`src/rtl/receiver_pkg.sv`:
```
// Shared link definitions for the Manchester serial receiver: magic patterns,
// framing state encodings and status word bit positions (common with the
// transmitter side of the link), plus a helper that packs the status word.
package receiver_pkg;

  localparam logic [31:0] LINK_SYNC_MAGIC  = 32'h0000_96C3;
  localparam logic [31:0] LINK_START_MAGIC = 32'h0000_EA57;

  typedef enum logic [1:0] {
    ST_HUNT = 2'd0,
    ST_SIZE = 2'd1,
    ST_DATA = 2'd2
  } rx_state_e;

  localparam int unsigned STAT_LOCKED    = 15;
  localparam int unsigned STAT_IN_FRAME  = 14;
  localparam int unsigned STAT_STATE_LSB = 8;
  localparam int unsigned STAT_BAD_STATE = 5;
  localparam int unsigned STAT_CARRIER   = 4;
  localparam int unsigned STAT_SIZE_ERR  = 3;
  localparam int unsigned STAT_TIMEOUT   = 2;

  function automatic logic [15:0] build_status(input logic      locked,
                                               input rx_state_e st,
                                               input logic      bad_state,
                                               input logic      carrier_lost,
                                               input logic      size_error,
                                               input logic      timeout);
    logic [15:0] s;
    s                         = '0;
    s[STAT_LOCKED]            = locked;
    s[STAT_IN_FRAME]          = (st != ST_HUNT);
    s[STAT_STATE_LSB +: 4]    = {2'b00, st};
    s[STAT_BAD_STATE]         = bad_state;
    s[STAT_CARRIER]           = carrier_lost;
    s[STAT_SIZE_ERR]          = size_error;
    s[STAT_TIMEOUT]           = timeout;
    return s;
  endfunction

endpackage

```
`src/rtl/receiver_manchester_decoder.sv`:
```
// Manchester bit recovery for the receiver.
// Synchronizes the asynchronous line (2 FFs + 1 history FF), detects edges,
// counts cycles since the last accepted (mid-bit) edge and emits one bit strobe
// per accepted edge. Edges arriving earlier than 3/4 of a bit period after the
// last accepted edge are bit-boundary edges and are ignored.
// Ports:
//   clk_i, rst_ni   : clock, synchronous active-low reset
//   rx_i            : raw serial line
//   bit_o           : recovered bit (1 = falling mid-bit edge), valid with bit_valid_o
//   bit_valid_o     : one-cycle bit strobe, 3 cycles after the line transition
//   carrier_lost_o  : high while the edge counter is saturated (no mid-bit edge)
module receiver_manchester_decoder #(
  parameter int unsigned OVERSAMPLE = 8
) (
  input  logic clk_i,
  input  logic rst_ni,
  input  logic rx_i,
  output logic bit_o,
  output logic bit_valid_o,
  output logic carrier_lost_o
);

  localparam int unsigned CW = $clog2(2 * OVERSAMPLE + 1);
  localparam logic [CW-1:0] CNT_SAT = CW'(2 * OVERSAMPLE);
  localparam logic [CW-1:0] CNT_THR = CW'(3 * OVERSAMPLE / 4);

  logic          rx_meta_q, rx_sync_q, rx_hist_q;
  logic [CW-1:0] cnt_q, cnt_d;
  logic          bit_q, bit_valid_q;
  logic          rx_edge, accept;

  always_comb begin
    rx_edge = rx_sync_q ^ rx_hist_q;
    // A saturated counter is always >= threshold, so this also covers the
    // first edge after a quiet line.
    accept  = rx_edge && (cnt_q >= CNT_THR);
    if (accept) begin
      cnt_d = '0;
    end else if (cnt_q == CNT_SAT) begin
      cnt_d = CNT_SAT;
    end else begin
      cnt_d = cnt_q + 1'b1;
    end
  end

  always_ff @(posedge clk_i) begin
    if (!rst_ni) begin
      rx_meta_q   <= 1'b0;
      rx_sync_q   <= 1'b0;
      rx_hist_q   <= 1'b0;
      cnt_q       <= '0;
      bit_q       <= 1'b0;
      bit_valid_q <= 1'b0;
    end else begin
      rx_meta_q   <= rx_i;
      rx_sync_q   <= rx_meta_q;
      rx_hist_q   <= rx_sync_q;
      cnt_q       <= cnt_d;
      bit_valid_q <= accept;
      // Old level 1 means a falling edge, which carries a 1.
      if (accept) begin
        bit_q <= rx_hist_q;
      end
    end
  end

  assign bit_o          = bit_q;
  assign bit_valid_o    = bit_valid_q;
  assign carrier_lost_o = (cnt_q == CNT_SAT);

endmodule

```
`src/rtl/receiver.sv`:
```
// Receive end of the Manchester serial link.
// Locks on SYNC_MAGIC, frames on START_MAGIC, reads a 16-bit little-endian
// size and streams the payload bytes out with frame strobes and status.
// Optional feature macro: RECEIVER_TIMEOUT_EN (bit-period watchdog in SIZE/DATA).
// Ports:
//   i_clk, i_rst_n     : clock (OVERSAMPLE x bit rate), synchronous active-low reset
//   i_rx               : asynchronous serial line
//   i_clear_errors     : pulse, clears sticky status bits
//   o_data/o_data_valid: payload byte and its strobe
//   o_frame_start      : strobe on start-magic match
//   o_frame_done       : strobe with the last payload byte
//   o_frame_size       : size field of the current/last frame
//   o_frames_count     : completed frames modulo 256
//   o_locked           : link locked
//   o_status           : {locked, in_frame, 2'b0, state[3:0], 2'b0, bad_state,
//                         carrier_lost, size_error, timeout, 2'b0}
module receiver
  import receiver_pkg::*;
#(
  parameter int unsigned OVERSAMPLE     = 8,
  parameter logic [31:0] SYNC_MAGIC     = LINK_SYNC_MAGIC,
  parameter logic [31:0] START_MAGIC    = LINK_START_MAGIC,
  parameter logic [15:0] MAX_FRAME_SIZE = 16'd4096,
  parameter int unsigned TIMEOUT_BITS   = 64
) (
  input  logic        i_clk,
  input  logic        i_rst_n,
  input  logic        i_rx,
  input  logic        i_clear_errors,
  output logic [7:0]  o_data,
  output logic        o_data_valid,
  output logic        o_frame_start,
  output logic        o_frame_done,
  output logic [15:0] o_frame_size,
  output logic [7:0]  o_frames_count,
  output logic        o_locked,
  output logic [15:0] o_status
);

  logic dec_bit, dec_valid, dec_carrier_lost;

  receiver_manchester_decoder #(
    .OVERSAMPLE(OVERSAMPLE)
  ) u_dec (
    .clk_i         (i_clk),
    .rst_ni        (i_rst_n),
    .rx_i          (i_rx),
    .bit_o         (dec_bit),
    .bit_valid_o   (dec_valid),
    .carrier_lost_o(dec_carrier_lost)
  );

  rx_state_e   state_q, state_d;
  logic [31:0] sr_q, sr_d;
  logic        strb_q;
  logic [3:0]  bitcnt_q, bitcnt_d;
  logic [15:0] bytecnt_q, bytecnt_d;
  logic [15:0] frame_size_q, frame_size_d;
  logic [7:0]  data_q, data_d;
  logic        data_valid_q, data_valid_d;
  logic        frame_start_q, frame_start_d;
  logic        frame_done_q, frame_done_d;
  logic [7:0]  frames_count_q, frames_count_d;
  logic        locked_q, locked_d;
  logic        bad_q, bad_d, carr_q, carr_d, size_q, size_d;
  logic        err_bad, err_carr, err_size;
  logic        timeout_flag;

`ifdef RECEIVER_TIMEOUT_EN
  logic [15:0] wd_cyc_q, wd_cyc_d, wd_bits_q, wd_bits_d;
  logic        tmo_q, tmo_d, err_tmo;
  assign timeout_flag = tmo_q;
`else
  assign timeout_flag = 1'b0;
`endif

  always_comb begin
    state_d        = state_q;
    sr_d           = sr_q;
    bitcnt_d       = bitcnt_q;
    bytecnt_d      = bytecnt_q;
    frame_size_d   = frame_size_q;
    data_d         = data_q;
    data_valid_d   = 1'b0;
    frame_start_d  = 1'b0;
    frame_done_d   = 1'b0;
    frames_count_d = frames_count_q;
    locked_d       = locked_q;
    err_bad        = 1'b0;
    err_carr       = 1'b0;
    err_size       = 1'b0;

    if (dec_valid) begin
      sr_d = {dec_bit, sr_q[31:1]};
    end

`ifdef RECEIVER_TIMEOUT_EN
    err_tmo   = 1'b0;
    wd_cyc_d  = wd_cyc_q;
    wd_bits_d = wd_bits_q;
    if (state_q == ST_HUNT || strb_q) begin
      wd_cyc_d  = '0;
      wd_bits_d = '0;
    end else if (wd_cyc_q == 16'(OVERSAMPLE - 1)) begin
      wd_cyc_d  = '0;
      wd_bits_d = wd_bits_q + 16'd1;
    end else begin
      wd_cyc_d  = wd_cyc_q + 16'd1;
    end
`endif

    if (dec_carrier_lost) begin
      locked_d = 1'b0;
      state_d  = ST_HUNT;
      err_carr = (state_q != ST_HUNT);
    end else begin
      // Fields are decoded from sr_q the cycle after each strobe: after n
      // shifts the first of those n bits sits at sr_q[32-n].
      case (state_q)
        ST_HUNT: begin
          if (strb_q) begin
            if (sr_q == SYNC_MAGIC) begin
              locked_d = 1'b1;
            end else if (sr_q == START_MAGIC && locked_q) begin
              frame_start_d = 1'b1;
              bitcnt_d      = '0;
              state_d       = ST_SIZE;
            end
          end
        end
        ST_SIZE: begin
          if (strb_q) begin
            bitcnt_d = bitcnt_q + 4'd1;
            if (bitcnt_q == 4'd15) begin
              frame_size_d = sr_q[31:16];
              if (sr_q[31:16] == 16'd0 || sr_q[31:16] > MAX_FRAME_SIZE) begin
                err_size = 1'b1;
                state_d  = ST_HUNT;
              end else begin
                bitcnt_d  = '0;
                bytecnt_d = '0;
                state_d   = ST_DATA;
              end
            end
          end
        end
        ST_DATA: begin
          if (strb_q) begin
            bitcnt_d = bitcnt_q + 4'd1;
            if (bitcnt_q == 4'd7) begin
              bitcnt_d     = '0;
              data_d       = sr_q[31:24];
              data_valid_d = 1'b1;
              bytecnt_d    = bytecnt_q + 16'd1;
              if (bytecnt_q + 16'd1 == frame_size_q) begin
                frame_done_d   = 1'b1;
                frames_count_d = frames_count_q + 8'd1;
                state_d        = ST_HUNT;
              end
            end
          end
        end
        default: begin
          err_bad = 1'b1;
          state_d = ST_HUNT;
        end
      endcase

`ifdef RECEIVER_TIMEOUT_EN
      if (state_q != ST_HUNT && !strb_q && wd_bits_q == 16'(TIMEOUT_BITS)) begin
        err_tmo      = 1'b1;
        state_d      = ST_HUNT;
        data_valid_d = 1'b0;
        frame_done_d = 1'b0;
      end
`endif
    end

    bad_d  = (bad_q  & ~i_clear_errors) | err_bad;
    carr_d = (carr_q & ~i_clear_errors) | err_carr;
    size_d = (size_q & ~i_clear_errors) | err_size;
`ifdef RECEIVER_TIMEOUT_EN
    tmo_d  = (tmo_q  & ~i_clear_errors) | err_tmo;
`endif
  end

  always_ff @(posedge i_clk) begin
    if (!i_rst_n) begin
      state_q        <= ST_HUNT;
      sr_q           <= '0;
      strb_q         <= 1'b0;
      bitcnt_q       <= '0;
      bytecnt_q      <= '0;
      frame_size_q   <= '0;
      data_q         <= '0;
      data_valid_q   <= 1'b0;
      frame_start_q  <= 1'b0;
      frame_done_q   <= 1'b0;
      frames_count_q <= '0;
      locked_q       <= 1'b0;
      bad_q          <= 1'b0;
      carr_q         <= 1'b0;
      size_q         <= 1'b0;
`ifdef RECEIVER_TIMEOUT_EN
      wd_cyc_q       <= '0;
      wd_bits_q      <= '0;
      tmo_q          <= 1'b0;
`endif
    end else begin
      state_q        <= state_d;
      sr_q           <= sr_d;
      strb_q         <= dec_valid;
      bitcnt_q       <= bitcnt_d;
      bytecnt_q      <= bytecnt_d;
      frame_size_q   <= frame_size_d;
      data_q         <= data_d;
      data_valid_q   <= data_valid_d;
      frame_start_q  <= frame_start_d;
      frame_done_q   <= frame_done_d;
      frames_count_q <= frames_count_d;
      locked_q       <= locked_d;
      bad_q          <= bad_d;
      carr_q         <= carr_d;
      size_q         <= size_d;
`ifdef RECEIVER_TIMEOUT_EN
      wd_cyc_q       <= wd_cyc_d;
      wd_bits_q      <= wd_bits_d;
      tmo_q          <= tmo_d;
`endif
    end
  end

  assign o_data         = data_q;
  assign o_data_valid   = data_valid_q;
  assign o_frame_start  = frame_start_q;
  assign o_frame_done   = frame_done_q;
  assign o_frame_size   = frame_size_q;
  assign o_frames_count = frames_count_q;
  assign o_locked       = locked_q;
  assign o_status       = build_status(locked_q, state_q, bad_q, carr_q, size_q, timeout_flag);

endmodule

```
`config.mk`:
```
export PLATFORM = sky130hd
export DESIGN_NAME = receiver
export DESIGN_NICKNAME = d
export VERILOG_FILES = /design/src/rtl/receiver_pkg.sv /design/src/rtl/receiver_manchester_decoder.sv /design/src/rtl/receiver.sv
export SDC_FILE = /design/constraint.sdc
export NUM_CORES = 1
export LEC_CHECK = 0
export CAP_MARGIN = 15
export CORE_UTILIZATION = 42
export DETAILED_ROUTE_END_ITERATION = 10
export DONT_BUFFER_PORTS = 1
export SYNTH_ARGS = -nofsm -noshare
export SYNTH_HDL_FRONTEND = slang
export SYNTH_SLANG_ARGS = --single-unit
```
`constraint.sdc`:
```
create_clock -name i_clk -period 3.8 [get_ports i_clk]
set_input_delay 0.76 -clock i_clk [delete_from_list [all_inputs] [get_ports i_clk]]
set_output_delay 0.76 -clock i_clk [all_outputs]
set_load 0.05 [all_outputs]
```
* Yosys cells after proc, flatten, opt, wreduce, memory -nomap -nowiden
Index checks and enable logic that the tools add are counted.
** Storage, ports and cells
- Word-level logic and storage cells :: 118
- Register bits :: 104
** Cells by class
- Add/sub/neg operators :: 4
- Equal/unequal tests :: 17
- Order comparisons :: 2
- Reduce and logical (&&, ||, !) cells :: 22
- Bitwise logic cells :: 14
- Mux-type cells :: 37
** Operators with widths (number)
- $mux 16 :: 5
- $eq 32x16->1 const B :: 2
- $mux 4 :: 8
- $pmux 16 s2 :: 1
- $mux 2 :: 9
- $ne 2x2->1 const B :: 9
- $add 16x1->16 const B :: 1
- $eq 16x16->1 :: 1
- $gt 16x13->1 const B :: 1
- $logic_not 16->1 :: 1
- $reduce_and 7->1 :: 2
- $pmux 4 s3 :: 1
- $mux 1 :: 11
- $reduce_or 5->1 :: 2
- $add 8x1->8 const B :: 1
- $reduce_and 4->1 :: 2
- $reduce_and 8->1 :: 1
- $not 1->1 :: 7
- $pmux 2 s3 :: 1
- $reduce_or 3->1 :: 2
- $add 5x1->5 const B :: 1
- $eq 5x5->1 const B :: 1
- $ge 5x3->1 const B :: 1
- $mux 5 :: 1
- 17 further kinds :: 24

* Longest topological paths before layout
Gate-level depths: netlist of the first run.
- Depth after elaboration :: 8
- Mapped depth :: 11

* Cells and area by module
Synthesis of the first run repeated with hierarchy kept, for this count alone.
** Second synthesis, totals
- Cells, all modules :: 582
- Area total of the unflattened synthesis :: 5171.2 um^2
** Modules (own cells, without submodules)
- receiver :: area an instance 4757.1 um^2, cells an instance 539, times used 1, seq. area each 1881.8 um^2
- receiver_manchester_decoder :: area an instance 414.1 um^2, cells an instance 43, times used 1, seq. area each 200.2 um^2

* Worst setup path after synthesis of the first run
Ideal clock, no wire load.
- Path kind :: reg-to-reg
- Start point :: register bytecnt_q[0]
- End point :: register frames_count_q[4], in the netlist o_frames_count[4]
- Period minus slack after synthesis :: 2977 ps
- Library setup time :: 120 ps
- Required time :: 3680 ps
- Arrival :: 2857 ps
- Cell stages (with the launch flop) :: 10
- Path buffers :: 1
- Setup slack :: 823 ps
- Path through :: dfxtp_1 ha_1 clkbuf_1 nand3_1 or4_1 xnor2_1 or4b_4 nor4_4 nand4_1 mux2i_1
** Between the ends
- Cells in the longest elaborated chain, start to end :: 3
** Ends and longest elaborated chain
- start: declaration :: RTL line receiver.sv:57 : logic [15:0] bytecnt_q, bytecnt_d;
- start signal: assignment :: RTL line receiver.sv:214 : bytecnt_q <= bytecnt_d;
- $add 16x1->16 :: RTL line receiver.sv:155 : if (bytecnt_q + 16'd1 == frame_size_q) begin
- $eq 16x16->1 :: RTL line receiver.sv:155
- $reduce_and 5->1 (no line)
- end signal: assignment :: RTL line receiver.sv:220 : frames_count_q <= frames_count_d;
- end: declaration :: RTL line receiver.sv:63 : logic [7:0] frames_count_q, frames_count_d;
No other way between the ends.
A chain may end at the register's enable or synchronous reset.

* Worst setup path in the final report of the first run
- Start point :: register bytecnt_q[0]
- End point :: register frames_count_q[6], in the netlist o_frames_count[6]
Same word-level chain as after synthesis.

==> reports/results.ini, run 1 <==
[critical_path]
cp.arrival_ns=3.45
r2r-end=o_frames_count[6]
max_stage_delay_ns=0.62
startpoint_type=flop
cp_num_buf_inv=0
crit_chain=ha_1, nand3_1, or4_1, xnor2_1, or4b_4, nor4_4, nand4_1, mux2i_1
worstPathRequired_ns=4.05
rr_startpoint=bytecnt_q[0]
ff2ff_path_depth=8
end_kind=flop
cp_max_fo=8
slowest_stage=or4_1
worstSetupPathType=flop to flop
cp_top_family=simple AND/OR/NAND/NOR gates
r2r_setup_slack_ns=0.60
path_depth=8

[cells_and_area]
syn_to_final_growth_pct=7.26
final_cell_count_no_fill=686
diodes=0
nets=552
drive_gt1_share_pct=8.66

[drt]
drt-wirelength-per-cell_um=15.6
drcViolationCount=15
vias_per_cell=5.44
dr.pass1.iters=7
drt_iter0_markers=196
vias=3730
wirelength_um=10700
antenna_left=0

[synthesis]
syn_area_per_cell_um2=8.95
netlist_instances=558
ys_seq_elements=104
synth_seq_area_share_pct=41.7
synth_edf_count=0
synth_warnings=0
syn-cell-area_mm2=0.00500
synth-main-ff-cell=dfxtp_1
ys_async_sr_fraction_pct=0
synthDistinctLibCells=64

[power]
netSwitchingPower_uw=490
power_frac_seq_pct=51.9
cellLeakagePower_uw=0.00196
power_density_mw_per_mm2=395
pwr-share-comb_pct=2.4
ir_drop_mv=0.295
p_int_uw=1630
p_sw_share_pct=23.1
finalPower_uw=2120
clkPwrFrac_pct=45.8

[cts]
htreeDepth=3
cts.clk_slew.worst_paths_ns=0.07
clock_sinks=104
cts_setup_buffers=0
cts_made_buffers=9
cts_hold_buf=0
cts_tree=done
post_cts_resized=0
clockBufferDepth=2
clkLatencyLatePin_ns=0.35
cts_root_buf=clkbuf_16

[timing]
max_freq_ghz=0.312
relSlewSlack_pct=33.8
rsz0062_at_grt=false
fin_tns_setup_ns=0
min_period_ns=3.20
finalHoldViolCount=0
setup_violations=0
finalClockSkew_ns=0.00746
slew_viol_final=0
worst_slew_pin_slew_ns=0.994
fin_crit_sh_pct=84.2
holdWs_ns=0.439
setup_slack_ns=0.599

[placement]
dp_hpwl_um=7570
io_buffers=0
place_ws_ns=0.583
dp_cells=670
place.gp.congestion=0.785

[status]
outcome=finished, violations left
violations=design-rule violations

[worst_hold_path]
holdCritPathClass=flop to flop
hold_path.startpoint=u_dec.rx_meta_q
whs_endpoint=u_dec.rx_sync_q
hold_path_depth=1

[global_route]
antenna_found_initial=0
track_usage_pct=18.3
grt_max_degree=41
grt_pass1_vias=3502
grt_pass1_wl_um=18100
grt_overflow=0

[floorplan]
die_area_mm2=0.0123
die_h_um=111
initial_core_util_pct=43.4
core.rowCount=39
die_x_um=111
core_mm2=0.0115
ioPinCount=56

[flow_run]
maxCapViolations=0

-- final cells by class --
class	instances	area, µm²
Sequential cell	104	2080
Inverter	10	37.5
Tap cell	143	179
Multi-Input combinational cell	404	2680
Fill cell	1120	6160
Clock buffer	9	225
Clock inverter	7	90.1
Timing Repair Buffer	9	67.6
-- worst max-delay path by stage --
stage | startpoint | endpoint | slack (ns)
finish | bytecnt_q[0] | o_frames_count[6] | 0.60
global route | bytecnt_q[0] | o_frames_count[6] | 0.30
CTS | bytecnt_q[0] | o_frames_count[6] | 0.57
detailed placement | bytecnt_q[0] | o_frames_count[6] | 0.58
global placement | bytecnt_q[0] | o_frames_count[6] | 0.70
floorplan | bytecnt_q[0] | o_frames_count[4] | 0.82
-- state kept, by name (all words and copies together) (netlist names), 2 cells and up --
signal,cells
u_dec.cnt_q,5
state_q,2
o_data,8
bytecnt_q,16
bitcnt_q,4
o_frame_size,16
o_frames_count,8
sr_q,32
-- cells in the mapped netlist, drive strengths merged, types with 8 or more instances --
library cell	instances	area, µm²
buf	23	146
xnor2	17	149
ha	10	125
nor2	83	312
xor2	9	78.8
dfxtp	104	2080
nand2b	8	50.1
clkbuf	25	93.8
o21ai	8	40.0
nand2	48	180
inv	10	37.5
a21oi	13	65.1
nand3	26	135
nor3	9	45.0
nand4	10	83.8
mux2i	67	671
-- metrics by stage --
step	cell area, µm²	utilization (%)
after floorplan	5030	-
after CTS	5360	46.5
after global placement	5040	43.8
after global routing	5360	46.5
after detailed placement	5040	43.8
final	5360	46.5
-- logic make-up (layout without fill, tap and decap cells) --
| family | count (synthesis) | count (layout) | share of synthesized area [%] |
|---|---|---|---|
| compound gates | 52 | 52 | 7.26 |
| flops | 104 | 104 | 41.7 |
| mux | 69 | 69 | 13.9 |
| fa+ha+maj | 10 | 10 | 2.50 |
| buf+inv | 58 | 35 | 5.56 |
| other cells | 1 | 9 | 0.0751 |
| simple gates | 238 | 238 | 24.5 |
| xor+xnor | 26 | 26 | 4.56 |
-- routing by layer --
layer	vias to the layer above	global-route usage [%]	routed length (µm)
met5	-	0	0
met2	80	28.0	4820
li1	1882	-	-
met4	0	6.49	161
met3	13	4.26	554
met1	1755	25.1	5130
-- cells in the final DEF, fill, tap and decap left out, types with 5 or more instances in the layout --
master,netlist,routed
conb_1,1,9
nor2_1,83,83
inv_1,10,9
nand2b_1,8,8
nor4_1,6,6
xnor2_1,17,17
xor2_1,9,9
and3_1,6,6
dfxtp_1,104,103
nand3_1,25,25
ha_1,10,10
and4_1,5,5
a21oi_1,13,13
buf_4,14,9
clkbuf_16,0,9
mux2i_1,67,67
nand4_1,8,8
or3_1,6,6
nand2_1,48,48
o21ai_0,8,8
nor3_1,9,8
and2_1,6,6
-- power by group through the flow --
stage               registers, µW  clock network [µW]  logic, µW
floorplan                    1120                   0       55.0
global placement             1120                   0       49.1
global route                 1100                1030       55.0
detailed placement           1120                   0       50.0
CTS                          1100                 991       50.2
finish                       1100                 969       49.8
-- worst register-to-register path, stage by stage (launching register included) --
cell and delay [ns]:
dfxtp_1 0.48, ha_1 0.35, nand3_1 0.18, or4_1 0.62, xnor2_1 0.18, or4b_4 0.54, nor4_4 0.40, nand4_1 0.18
mux2i_1 0.16
Power figures use the tool's default switching activity.
==> run 2: changes to the inputs <==
Clock period 3.8 ns to 2.9 ns, I/O delays scaled along.
==> reports/results.ini, run 2 (same netlist as run 1, synthesis figures left out) <==
[status]
outcome=finished, violations left  ; unchanged
violations=design-rule violations  ; unchanged

[floorplan]
ioPinCount=56  ; unchanged
core.rowCount=39  ; unchanged
die_area_mm2=0.0123  ; unchanged
die_x_um=111  ; unchanged
core_mm2=0.0115  ; unchanged
die_h_um=111  ; unchanged
initial_core_util_pct=43.4  ; unchanged

[cells_and_area]
nets=589  ; was 552
largest_reg_flops=32  ; unchanged
diodes=0  ; unchanged
final_cell_mix=100 x dfxtp_1, 83 x nor2_1, 67 x mux2i_1  ; was 103 x dfxtp_1, 83 x nor2_1, 67 x mux2i_1
regMostFlops=sr_q  ; unchanged
syn_to_final_growth_pct=13.4  ; was 7.26%
drive_gt1_share_pct=15.0  ; was 8.66%
post-route-util_pct=49.2  ; was 46.5%
final_common_cell=dfxtp_1  ; unchanged

[timing]
rsz0062_at_grt=false  ; unchanged
fin_tns_setup_ns=0  ; unchanged
finalClockSkew_ns=0.00659  ; was 0.00746 ns
worst_slew_pin_slew_ns=0.990  ; was 0.994 ns
slew_viol_final=0  ; unchanged
fin_crit_sh_pct=93.1  ; was 84.2%
finalHoldViolCount=0  ; unchanged
min_period_ns=2.70  ; was 3.20 ns
max_freq_ghz=0.370  ; was 0.312 GHz
setup_violations=0  ; unchanged
relSlewSlack_pct=34.0  ; was 33.8%

[cts]
clockBufferDepth=2  ; unchanged
clock_sinks=104  ; unchanged
htreeDepth=3  ; unchanged
cts_tree=done  ; unchanged
cts_made_buffers=9  ; unchanged
cts_setup_buffers=0  ; unchanged
cts_hold_buf=0  ; unchanged
cts.clk_slew.worst_paths_ns=0.07  ; about the same
clkLatencyLatePin_ns=0.35  ; about the same
post_cts_resized=0  ; unchanged
cts_root_buf=clkbuf_16  ; unchanged

[placement]
dp_hpwl_um=8160  ; was 7570 µm
place.gp.congestion=0.883  ; was 0.785
io_buffers=0  ; unchanged

[power]
finalPower_uw=2790  ; was 2120 µW
pwr-share-comb_pct=2.4  ; about the same
p_sw_share_pct=21.2  ; was 23.1%
p_int_uw=2200  ; was 1630 µW
clkPwrFrac_pct=46.0  ; was 45.8%
cellLeakagePower_uw=0.00216  ; was 0.00196 µW
netSwitchingPower_uw=590  ; was 490 µW
power_frac_seq_pct=51.6  ; was 51.9%
power_density_mw_per_mm2=492  ; was 395 mW/mm²
ir_drop_mv=0.395  ; was 0.295 mV

[critical_path]
worstSetupPathType=flop to flop  ; unchanged
crit_top_cell=buf_4
r2r_setup_slack_ns=0.20  ; was 0.60 ns
cp_max_fo=8  ; unchanged
startpoint_type=flop  ; unchanged
r2r-end=o_frames_count[4]  ; was o_frames_count[6]
max_stage_delay_ns=0.37  ; was 0.62 ns
rr_startpoint=bytecnt_q[0]  ; unchanged
worstPathRequired_ns=3.14  ; was 4.05 ns
end_kind=flop  ; unchanged
crit_chain=ha_1, buf_4, and3_1, buf_4, a31o_2, a311o_1, a22o_1, nor4_4, buf_6, nand4_1, mux2i_1  ; was ha_1, nand3_1, or4_1, xnor2_1, or4b_4, nor4_4, nand4_1, mux2i_1
cp.arrival_ns=2.94  ; was 3.45 ns
ff2ff_path_depth=11  ; was 8
slowest_stage=dfxtp_4  ; was or4_1

[flow_run]
maxCapViolations=0  ; unchanged

[drt]
drcViolationCount=12  ; was 15
vias=3917  ; was 3730
antenna_left=0  ; unchanged
vias_per_cell=5.43  ; was 5.44
wirelength_um=11600  ; was 10700 µm
drt-wirelength-per-cell_um=16.0  ; was 15.6 µm
dr.pass1.iters=10  ; was 7
drt_iter0_markers=215  ; was 196

[worst_hold_path]
hold_path.startpoint=i_rst_n  ; was u_dec.rx_meta_q
hold_path_depth=1  ; unchanged
holdCritPathClass=primary input to flop  ; was flop to flop
whs_endpoint=bytecnt_q[14]  ; was u_dec.rx_sync_q

[global_route]
grt_max_degree=48  ; was 41
grt_pass1_vias=3763  ; was 3502
grt_pass1_wl_um=19200  ; was 18100 µm
track_usage_pct=19.6  ; was 18.3%
grt_overflow=0  ; unchanged
antenna_found_initial=0  ; unchanged

run 2: metrics by stage:
| step | instances | cell area (µm²) | hold WS, ns | setup WS, ns |
|---|---|---|---|---|
| CTS | 722 | 5650 | 0.344 | 0.0597 |
| floorplan | 566 | 5040 | 0.412 | 0.00403 |
| global route | 722 | 5670 | 0.352 | 0.0375 |
| finish | 722 | 5670 | 0.351 | 0.200 |
| detailed placement | 707 | 5340 | 0.438 | 0.0730 |
| global placement | 707 | 5340 | 0.446 | 0.143 |
run 2: layer usage:
metal,wire length (µm),track usage (%)
met5,0,0
met4,201,7.84
met3,519,4.16
met2,5340,31.3
met1,5500,25.8
run 2: worst max-delay path by stage:
stage          slack (ns)                 to  depth (start not counted)         start
2_1_floorplan       0.004  o_frames_count[4]                          9  bytecnt_q[0]
3_3_place_gp         0.14  o_frames_count[3]                          8  bytecnt_q[0]
3_5_place_dp         0.07  o_frames_count[6]                          8  bytecnt_q[0]
4_1_cts              0.06  o_frames_count[6]                          8  bytecnt_q[0]
5_1_grt              0.04  o_frames_count[3]                         11  bytecnt_q[0]
6_report             0.20  o_frames_count[4]                         11  bytecnt_q[0]
run 2: final cells by class:
type	instances	area (µm²)
fill	1085	5850
multi-input combinational	404	2690
sequential	104	2090
timing repair buffer	46	362
clock buffer	10	229
tap	143	179
clock inverter	5	81.3
inverter	10	37.5
run 2: power by group through the flow:
stage	clock, µW	combinational, µW	sequential [µW]
finish	1280	66.6	1440
global route	1360	72.6	1440
CTS	1310	67.1	1440
detailed placement	0	66.5	1470
global placement	0	66.0	1470
floorplan	0	72.0	1470
run 2: critical path, delay by kind of cell, from the launching register on:
family                     cells  cell delay [ns]
adders and majority gates      1             0.21
and+or+nand+nor                3             0.56
buffers and inverters          3             0.50
AOI/OAI and AO/OA              3             0.80
muxes                          1             0.17
DFF                            1             0.37
